### config.mk
export PLATFORM = sky130hd
export DESIGN_NAME = pico_ctrl_seq
export DESIGN_NICKNAME = d
export VERILOG_FILES = /design/src/rtl/pico_ctrl_seq.sv
export SDC_FILE = /design/constraint.sdc
export NUM_CORES = 1
export LEC_CHECK = 0
export CAP_MARGIN = 5
export CORE_UTILIZATION = 30
export CTS_BUF_LIST = sky130_fd_sc_hd__clkbuf_4 sky130_fd_sc_hd__clkbuf_8 sky130_fd_sc_hd__clkbuf_16
export DETAILED_ROUTE_END_ITERATION = 7
export PLACE_DENSITY = 0.67
export SYNTH_ARGS = -nofsm -noshare
export SYNTH_HDL_FRONTEND = slang
export SYNTH_SLANG_ARGS = --single-unit
### constraint.sdc
create_clock -name clk -period 2 [get_ports clk]
set_clock_uncertainty 0.2 [all_clocks]
set_input_delay 0.4 -clock clk [delete_from_list [all_inputs] [get_ports clk]]
set_output_delay 0.4 -clock clk [all_outputs]
set_load 0.05 [all_outputs]
### src/rtl/pico_ctrl_seq.sv
// Sequential picoMIPS control unit: opcode decode with multiplier stall and SW8 ready handshake.
// Optional macro PICO_READY_SYNC_EN puts `ready` through a 2-flop synchroniser before use.
module pico_ctrl_seq #(
  parameter int OPW     = 6,
  parameter int AFW     = 3,
  parameter int MUL_LAT = 2
) (
  input  logic           clk,
  input  logic           n_reset,
  input  logic [OPW-1:0] opcode,
  input  logic [3:0]     flags,
  input  logic           ready,
  input  logic           branch_cond,
  output logic           pc_incr,
  output logic           pc_rel,
  output logic           pc_abs,
  output logic [AFW-1:0] alu_func,
  output logic           w,
  output logic           imm,
  output logic           store,
  output logic           disp,
  output logic           busy
);

  // state     | meaning
  // S_RUN     | normal combinational decode of opcode
  // S_MUL     | multiplier stall, counting down to the write cycle
  // S_WAIT_HI | WAITR issued, waiting for ready=1
  // S_WAIT_LO | ready seen high, waiting for ready=0 to release
  typedef enum logic [1:0] {S_RUN, S_MUL, S_WAIT_HI, S_WAIT_LO} state_t;

  localparam int CW = (MUL_LAT > 1) ? $clog2(MUL_LAT) : 1;
  localparam logic [CW-1:0] CNT_LOAD = (MUL_LAT > 1) ? CW'(MUL_LAT - 2) : '0;

  localparam logic [OPW-1:0] OP_ADD   = OPW'(1);
  localparam logic [OPW-1:0] OP_ADDI  = OPW'(2);
  localparam logic [OPW-1:0] OP_SUB   = OPW'(3);
  localparam logic [OPW-1:0] OP_SUBI  = OPW'(4);
  localparam logic [OPW-1:0] OP_MUL   = OPW'(5);
  localparam logic [OPW-1:0] OP_MULI  = OPW'(6);
  localparam logic [OPW-1:0] OP_SHOW  = OPW'(7);
  localparam logic [OPW-1:0] OP_ADDS  = OPW'(8);
  localparam logic [OPW-1:0] OP_BREL  = OPW'(9);
  localparam logic [OPW-1:0] OP_BABS  = OPW'(10);
  localparam logic [OPW-1:0] OP_WAITR = OPW'(11);

  localparam logic [AFW-1:0] RNOP = AFW'(0);
  localparam logic [AFW-1:0] RADD = AFW'(1);
  localparam logic [AFW-1:0] RSUB = AFW'(2);
  localparam logic [AFW-1:0] RMUL = AFW'(3);

  state_t        state, state_nx;
  logic [CW-1:0] cnt, cnt_nx;
  logic          mul_imm, mul_imm_nx;
  logic [3:0]    flags_q;
  logic          ready_use;
  logic          unused_flags;

`ifdef PICO_READY_SYNC_EN
  logic [1:0] ready_sync;

  always_ff @(posedge clk) begin
    if (!n_reset) ready_sync <= '0;
    else          ready_sync <= {ready_sync[0], ready};
  end

  assign ready_use = ready_sync[1];
`else
  assign ready_use = ready;
`endif

  // Flags are captured for future conditional ops but have no decode effect yet.
  assign unused_flags = ^flags_q;

  always_ff @(posedge clk) begin
    if (!n_reset) begin
      state   <= S_RUN;
      cnt     <= '0;
      mul_imm <= 1'b0;
      flags_q <= '0;
    end else begin
      state   <= state_nx;
      cnt     <= cnt_nx;
      mul_imm <= mul_imm_nx;
      flags_q <= flags;
    end
  end

  always_comb begin
    state_nx   = state;
    cnt_nx     = cnt;
    mul_imm_nx = mul_imm;
    pc_incr    = 1'b1;
    pc_rel     = 1'b0;
    pc_abs     = 1'b0;
    alu_func   = RNOP;
    w          = 1'b0;
    imm        = 1'b0;
    store      = 1'b0;
    disp       = 1'b0;

    case (state)
      S_RUN: begin
        case (opcode)
          OP_ADD:  begin alu_func = RADD; w = 1'b1; end
          OP_ADDI: begin alu_func = RADD; w = 1'b1; imm = 1'b1; end
          OP_SUB:  begin alu_func = RSUB; w = 1'b1; end
          OP_SUBI: begin alu_func = RSUB; w = 1'b1; imm = 1'b1; end
          OP_MUL, OP_MULI: begin
            alu_func = RMUL;
            imm      = (opcode == OP_MULI);
            if (MUL_LAT > 1) begin
              pc_incr    = 1'b0;
              state_nx   = S_MUL;
              cnt_nx     = CNT_LOAD;
              mul_imm_nx = (opcode == OP_MULI);
            end else begin
              w = 1'b1;
            end
          end
          OP_SHOW: begin alu_func = RADD; disp = 1'b1; end
          OP_ADDS: begin alu_func = RADD; w = 1'b1; imm = 1'b1; store = 1'b1; end
          OP_BREL: begin
            if (ready_use == branch_cond) begin
              pc_rel  = 1'b1;
              pc_incr = 1'b0;
            end
          end
          OP_BABS: begin pc_abs = 1'b1; pc_incr = 1'b0; end
          OP_WAITR: begin
            pc_incr  = 1'b0;
            state_nx = S_WAIT_HI;
          end
          default: ;
        endcase
      end
      S_MUL: begin
        alu_func = RMUL;
        imm      = mul_imm;
        pc_incr  = 1'b0;
        if (cnt == '0) begin
          w        = 1'b1;
          pc_incr  = 1'b1;
          state_nx = S_RUN;
        end else begin
          cnt_nx = cnt - CW'(1);
        end
      end
      S_WAIT_HI: begin
        pc_incr = 1'b0;
        if (ready_use) state_nx = S_WAIT_LO;
      end
      S_WAIT_LO: begin
        pc_incr = 1'b0;
        if (!ready_use) begin
          pc_incr  = 1'b1;
          state_nx = S_RUN;
        end
      end
      default: state_nx = S_RUN;
    endcase

    // While reset is held the datapath sees a plain NOP, so an aborted MUL never writes.
    if (!n_reset) begin
      pc_incr  = 1'b1;
      pc_rel   = 1'b0;
      pc_abs   = 1'b0;
      alu_func = RNOP;
      w        = 1'b0;
      imm      = 1'b0;
      store    = 1'b0;
      disp     = 1'b0;
    end
  end

  assign busy = (state != S_RUN);

endmodule
# Yosys cells after proc, flatten, opt, wreduce, memory -nomap -nowiden
# Index checks and enable logic that the tools add are counted.
# totals
ff_bits	4
in_bits	14
output_inout_bits	11
word_cells	72
# op_classes
add_sub_neg	1
eq_ne	20
n_mux	36
reduce_logical	12
# op_table
cell	n
$eq A6 B3 Y1 const B	4
$eq A6 B4 Y1 const B	4
$mux W1	22
$eq A6 B2 Y1 const B	2
$pmux W1 S2	5
$pmux W2 S2	2
$pmux W2 S4	1
$reduce_or A4 Y1	2
$eq A6 B1 Y1 const B	1
$mux W2	3
$ne A2 B2 Y1 const B	3
$pmux W2 S3	1
$reduce_or A5 Y1	1
$eq A2 B2 Y1 const B	2
$pmux W1 S4	1
$reduce_and A2 Y1	2
$reduce_and A4 Y1	1
$reduce_bool A2 Y1	2
$reduce_or A2 Y1	2
$mux W3	1
$ne A3 B1 Y1 const B	1
$reduce_or A3 Y1	1
$eq A2 B1 Y1 const B	1
$logic_not A2 Y1	1
3 further kinds	3

# Logic depth before layout (Yosys ltp)
# Gate-level depths: netlist of the first run.
# depth
depth_word	5
depth_mapped	5
mapped_depth_nobuf	4

# Worst setup path before layout of the first run
# OpenSTA, ideal clock, no wires.
# synth_path
path_type	input port to output port
startpoint	in opcode[2]
endpoint	out store
arrival_time_ps	2024
t_required_ps	1400
slack_ps	-624
path_stages	5
n_path_buf	1
path_cell_list	buf_4 nand2b_4 nor3_4 nand3_2 nor3_1
# synth_between
elab_chain_len	4
# synth_lines
element	line_no	source
start: declaration	10	input logic [OPW-1:0] opcode,
$eq A6 B4 Y1	104	case (opcode)
$mux W1	104	
$mux W1	102	case (state)
$mux W1	164	if (!n_reset) begin
end: declaration	20	output logic store,
# No other way between the ends.

# Worst setup path in the final report of the first run
# layout_path
startpoint	in opcode[2]
endpoint	out pc_abs
# layout_between
elab_chain_len	4
# layout_lines
element	line_no	source
$eq A6 B4 Y1	104	
$mux W1	104	
$mux W1	102	
$mux W1	164	
end: declaration	16	output logic pc_abs,
# No other way between the ends.

==> results of run 1 <==
what timing repair did:
action | 4_1_cts | 5_1_grt
buffers inserted | 3 | 0
resized for setup | 39 | 9
cloned | 1 | 0
pin swaps | 13 | 13
endpoints found under the setup margin | 9 | 6
metrics by stage:
stage	hold slack (ns)	area [sq um]	total power, mW	util, %
after floorplan	0.237	465	0.134	-
after global placement	0.258	868	0.200	67.6
after detailed placement	0.269	868	0.203	67.6
after CTS	0.272	952	0.334	74.1
after global routing	0.320	966	0.354	75.2
final	0.274	966	0.338	75.2
cells in the mapped netlist:
cell type,count
nor2_1,11
nand2_1,7
a31oi_1,3
dfxtp_1,3
nand2b_1,3
nand3_1,3
nor3_1,3
xnor2_1,3
a21oi_1,2
buf_2,2
buf_4,2
inv_1,2
nand4_1,2
a21boi_1,1
a21o_1,1
a31o_1,1
a32oi_1,1
clkbuf_1,1
conb_1,1
nand2b_4,1
nand3_2,1
nor2b_1,1
nor3_2,1
nor3_4,1
nor3b_2,1
o21a_1,1
o21ai_1,1
o22ai_1,1
xor2_1,1
flip-flops by register name, summed over array words and instances, names as in the netlist:
register  cells
mul_imm       1
state         2
power by group:
group	total, mW	switching, mW	internal (mW)
registers	0.0615	0.000628	0.0609
logic	0.158	0.0827	0.0756
clock network	0.118	0.0300	0.0882
total	0.338	0.113	0.225
cell families after synthesis:
family | after synthesis | synth area share [%]
AOI/OAI and AO/OA | 12 | 19.4
xor gates and xnor gates | 4 | 8.49
buffers and inverters | 7 | 8.79
DFF | 3 | 14.5
other | 1 | 0.908
and+or+nand+nor | 35 | 47.9
worst max-delay path, cell delays in order:
cell	delay, ns
buf_6	0.09
nand2b_4	0.14
nor3_4	0.20
nand3_4	0.15
nor3b_4	0.26
buf_12	0.16
how the worst max path moves through the flow:
| stage | start | endpoint | slack (ns) | cells after the start |
|---|---|---|---|---|
| 2_1_floorplan | opcode[2] | pc_abs | -0.13 | 5 |
| 3_3_place_gp | opcode[3] | pc_abs | -0.40 | 6 |
| 3_5_place_dp | opcode[3] | pc_abs | -0.41 | 6 |
| 4_1_cts | opcode[2] | pc_abs | -0.03 | 6 |
| 5_1_grt | opcode[2] | pc_abs | -0.07 | 6 |
| 6_report | opcode[2] | pc_abs | -0.005 | 6 |
layout by cell type, fill, tap and decap left out, types with 2 or more instances in the layout:
| cell | instances |
|---|---|
| a21oi_1 | 2 |
| a31oi_1 | 3 |
| buf_12 | 9 |
| buf_2 | 5 |
| buf_4 | 18 |
| buf_6 | 6 |
| clkbuf_4 | 4 |
| dfxtp_1 | 3 |
| inv_1 | 2 |
| nand2_1 | 7 |
| nand2b_1 | 2 |
| nand3_1 | 2 |
| nand4_1 | 2 |
| nor2_1 | 4 |
| nor2_2 | 6 |
| nor3_4 | 4 |
| xnor2_1 | 2 |
area by class of cell:
| cell class | instances | share of cell area (%) |
|---|---|---|
| clock buffers | 4 | 3.11 |
| inverters | 2 | 0.777 |
| multi-input cells | 52 | 43.3 |
| flip-flops and latches | 3 | 6.22 |
| well taps | 15 | 1.94 |
| repair buffers | 41 | 44.7 |
per-layer routing:
metal  track usage, %  vias up
met2             40.8       22
met4             2.59        0
met5                0        -
met3             5.20        4
met1             23.7      287
li1                 -      293
==> results_dict.tcl, run 1 <==
set metrics [dict create \
    design.die.area_sq_mm 0.00153 \
    synth_cell_types 29 \
    min_to "mul_imm" \
    violations "negative setup slack" \
    wl_met3_microns 66 \
    drive_above_1_share_pct 61.8 \
    syn_area_sq_um 413 \
    antenna_found_initial 0 \
    htreeDepth 1 \
    status "finished with violations" \
    seq_area_sq_um 60.1 \
    synthToLayoutAreaGrowth_pct 134 \
    cts_max_path_buffers 2 \
    dp_cells 109 \
    synth-seq-cells 3 \
    ff2ff_path_depth 5 \
    ir_worst_vdd_mv 0.381 \
    wl_met1_microns 626 \
    yosysWarnings 0 \
    die_y_microns 39.1 \
    pin_count 25 \
    place.gp.congestion 0.753 \
    worstPathRequired_ns 1.40 \
    worst_setup_path_start_kind "input port" \
    rows 13 \
    synth_top_area_cell "dfxtp_1" \
    synth_fp_nets 76 \
    grt_pass1_vias 530 \
    leakagePower_nw 0.421 \
    overflow 0 \
    hold_buffers 0 \
    max_freq_mhz 499 \
    min_path_type "flip-flop to flip-flop" \
    yosysSeqAreaShare_pct 14.5 \
    hold_depth 2 \
    wl_met2_microns 852 \
    portBuffers 19 \
    drt-initial-drc-count 28 \
    cp_max_fo 3 \
    cts_sinks 3 \
    fin_ws_ns -0.00479 \
    tns_ns -0.00479 \
    syn_avg_cell_area_sq_um 6.66 \
    finalHoldViolations 0 \
    totalWireLength_microns 1580 \
    viasPerCell 5.18 \
    numCtsBuffers 3 \
    fp.coreArea_sq_mm 0.00128 \
    antennaDiodeCount 0 \
    top_layer "met4" \
    drc_errors 0 \
    drtPass1Iterations 4 \
    hpwl_microns 1020 \
    grt_util_all_layers_pct 21.3 \
    vias 606 \
    dp_slack_ns -0.411 \
    postRouteAntennaNets 0 \
    fin_crit_sh_pct 100 \
    nets 117 \
    cts-root-buf "clkbuf_4" \
    arrival_ns 1.40 \
    grt_pass1_wl_microns 2200 \
    period_minus_slack_ns 2.00 \
    clk_pin_slew_ns 0.04 \
    drv_cap 0 \
    grt_max_degree 10 \
    r2r-end "mul_imm" \
    power_density_mw_per_mm2 350 \
    endpoint_kind "primary output" \
    crit_type "input port to primary output" \
    initial_utilization_pct 32.1 \
    slew_violations 0 \
    layout.cells.non_filler 117 \
    fillers 87 \
    hold_start "mul_imm" \
    post_drt_wl_per_cell_microns 13.5 \
    r2r_slack_ns 0.78 \
    setup_violations 1 \
    yosys.area.top_type_share_pct 14.5 \
    rsz0062_at_grt "yes" \
    cts_tree "yes" \
    multi_input_area_sq_um 418 \
    synth_area_leaders "dfxtp_1, nor2_1, nand2_1, xnor2_1, a31oi_1" \
    clkLatencyLatePin_ns 0.23 \
    r2r_start "state[1]" \
    postSynthCellCount 62 \
    die_w_microns 39.1 \
]
No activity file was read; power rests on OpenSTA's default activity.
==> inputs of run 2 (changes only) <==
--- a/config.mk
+++ b/config.mk
@@ -8,6 +8,7 @@
 export CAP_MARGIN = 5
 export CORE_UTILIZATION = 30
 export CTS_BUF_LIST = sky130_fd_sc_hd__clkbuf_4 sky130_fd_sc_hd__clkbuf_8 sky130_fd_sc_hd__clkbuf_16
+export CTS_CLUSTER_DIAMETER = 30
 export DETAILED_ROUTE_END_ITERATION = 7
 export PLACE_DENSITY = 0.67
 export SYNTH_ARGS = -nofsm -noshare
==> results of run 2 <==
The final DEF is identical to that of run 1; final timing and power are the same.
==> inputs of run 3 (changes only) <==
==> config.mk (replaced) <==
export PLATFORM = sky130hd
export DESIGN_NAME = pico_ctrl_seq
export DESIGN_NICKNAME = d
export VERILOG_FILES = /design/src/rtl/pico_ctrl_seq.sv
export SDC_FILE = /design/constraint.sdc
export NUM_CORES = 1
export LEC_CHECK = 0
export CAP_MARGIN = 15
export CORE_AREA = 2 2 39 41
export CTS_BUF_LIST = sky130_fd_sc_hd__clkbuf_4 sky130_fd_sc_hd__clkbuf_8 sky130_fd_sc_hd__clkbuf_16
export CTS_CLUSTER_DIAMETER = 30
export DETAILED_ROUTE_END_ITERATION = 7
export DIE_AREA = 0 0 41 43
export PLACE_DENSITY = 0.73
export SYNTH_ARGS = -nofsm -noshare
export SYNTH_HDL_FRONTEND = slang
export SYNTH_SLANG_ARGS = --single-unit
==> run 3 against run 2 <==
Against the previous run: critical path depth stayed put; global-route usage shrank 1.7 points; flip-flop and latch count stayed put; clock power about the same; first-iteration DRC count decreased by 86%; register-to-register slack got worse by 0.05 ns; via count unchanged; the flow now finishes without violations; maximum frequency grew 0.67%.
==> results_dict.tcl, run 3 (synthesis results as in run 1) <==
set metrics [dict create \
    totalWireLength_microns 1490 \
    r2r_slack_ns 0.73 \
    max_freq_mhz 502 \
    antenna_found_initial 0 \
    ir_worst_vdd_mv 0.372 \
    pwr-share-comb_pct 46.1 \
    leakagePower_nw 0.413 \
    switching_power_uw 113 \
    dp_slack_ns -0.416 \
    grt_pass1_wl_microns 2460 \
    power_density_mw_per_mm2 350 \
    crit_type "input port to primary output" \
    fillers 119 \
    drv_cap 0 \
    arrival_ns 1.39 \
    htreeDepth 1 \
    worstPathRequired_ns 1.40 \
    reg_top3 "state: 2 flops, mul_imm: 1 flops" \
    overflow 0 \
    postRouteAntennaNets 0 \
    endpoint_kind "primary output" \
    cts_tree "yes" \
    status "finished, final reports clean" \
    pin_count 25 \
    die_w_microns 41 \
    grt_max_degree 10 \
    cts-root-buf "clkbuf_4" \
    numCtsBuffers 3 \
    fin_ws_ns 0.00854 \
    grt_util_all_layers_pct 19.7 \
    post_drt_wl_per_cell_microns 12.6 \
    rows 14 \
    portBuffers 19 \
    drc_errors 0 \
    initial_utilization_pct 29.8 \
    dp_cells 110 \
    vias 606 \
    fp.coreArea_sq_mm 0.00138 \
    hpwl_microns 1000 \
    grt_pass1_vias 583 \
    cts_sinks 3 \
    fin_crit_sh_pct 99.6 \
    place.gp.congestion 0.871 \
    worst_setup_path_start_kind "input port" \
    cp_max_fo 3 \
    largest_register_ffs 2 \
    drive_above_1_share_pct 62.7 \
    finalHoldViolations 0 \
    cts_max_path_buffers 2 \
    final_cell_mix "buf_4, buf_12, nand2_1" \
    layout_commonest_cell "buf_4" \
    p_int_uw 221 \
    viasPerCell 5.14 \
    period_minus_slack_ns 1.99 \
    clkLatencyLatePin_ns 0.23 \
    top_register "state" \
    seqPwrFrac_pct 18.4 \
    switching_share_pct 33.8 \
    drt-initial-drc-count 4 \
    setup_violations 0 \
    design.die.area_sq_mm 0.00176 \
    hold_start "mul_imm" \
    startpoint "opcode[2]" \
    nets 117 \
    layout.cells.non_filler 118 \
    r2r_start "state[1]" \
    clk_pin_slew_ns 0.03 \
    min_path_type "flip-flop to flip-flop" \
    synthToLayoutAreaGrowth_pct 131 \
    die_y_microns 43 \
    power_frac_clock_pct 35.5 \
    drtPass1Iterations 4 \
    antennaDiodeCount 0 \
    slew_violations 0 \
    rsz0062_at_grt "yes" \
    utilization_pct 68.9 \
]
==> run 3: final timing paths <==
path | depth (start not counted) | end
min | 2 | mul_imm
min reg2reg | 2 | mul_imm
max | 6 | pc_abs
max reg2reg | 5 | mul_imm
==> run 3: power groups by stage <==
stage	logic (mW)	registers, mW	clock network (mW)
floorplan	0.0719	0.0621	0
global placement	0.134	0.0623	0
detailed placement	0.137	0.0623	0
CTS	0.144	0.0614	0.123
global route	0.164	0.0614	0.133
finish	0.154	0.0615	0.118
==> run 3: what timing repair did <==
action,4_1_cts,5_1_grt
buffers inserted,4,0
resized for setup,35,10
pin swaps,7,10
hold buffers,0,0
gates cloned,0,0
endpoints found under the setup margin,9,7
==> run 3: critical path, cell delays in order <==
cell      delay (ns)
buf_6           0.09
nand2b_4        0.14
nor3_4          0.20
nand3_4         0.15
nor3b_4         0.25
buf_12          0.16
==> run 3: layer usage <==
layer,wire [microns],vias up,global-route usage (%)
li1,-,294,-
met1,606,287,24.7
met2,767,19,30.9
met3,66,6,5.76
met4,48,0,6.00
met5,0,-,0
==> run 3: layout make-up <==
class	count	area (sq um)	area share [%]
multi-input cells	52	427	44.8
flip-flops and latches	3	60.1	6.30
clock buffers	4	30.0	3.15
inverters	2	7.51	0.787
well taps	16	20.0	2.10
repair buffers	41	409	42.9
==> run 3: through the flow <==
stage / setup TNS (ns) / instance area [sq um] / power (mW) / hold WS, ns
finish: 0 / 953 / 0.333 / 0.293
global route: -0.0763 / 953 / 0.358 / 0.311
CTS: -0.0336 / 926 / 0.329 / 0.265
detailed placement: -3.08 / 857 / 0.200 / 0.260
global placement: -2.88 / 857 / 0.197 / 0.255
floorplan: -0.199 / 465 / 0.134 / 0.237
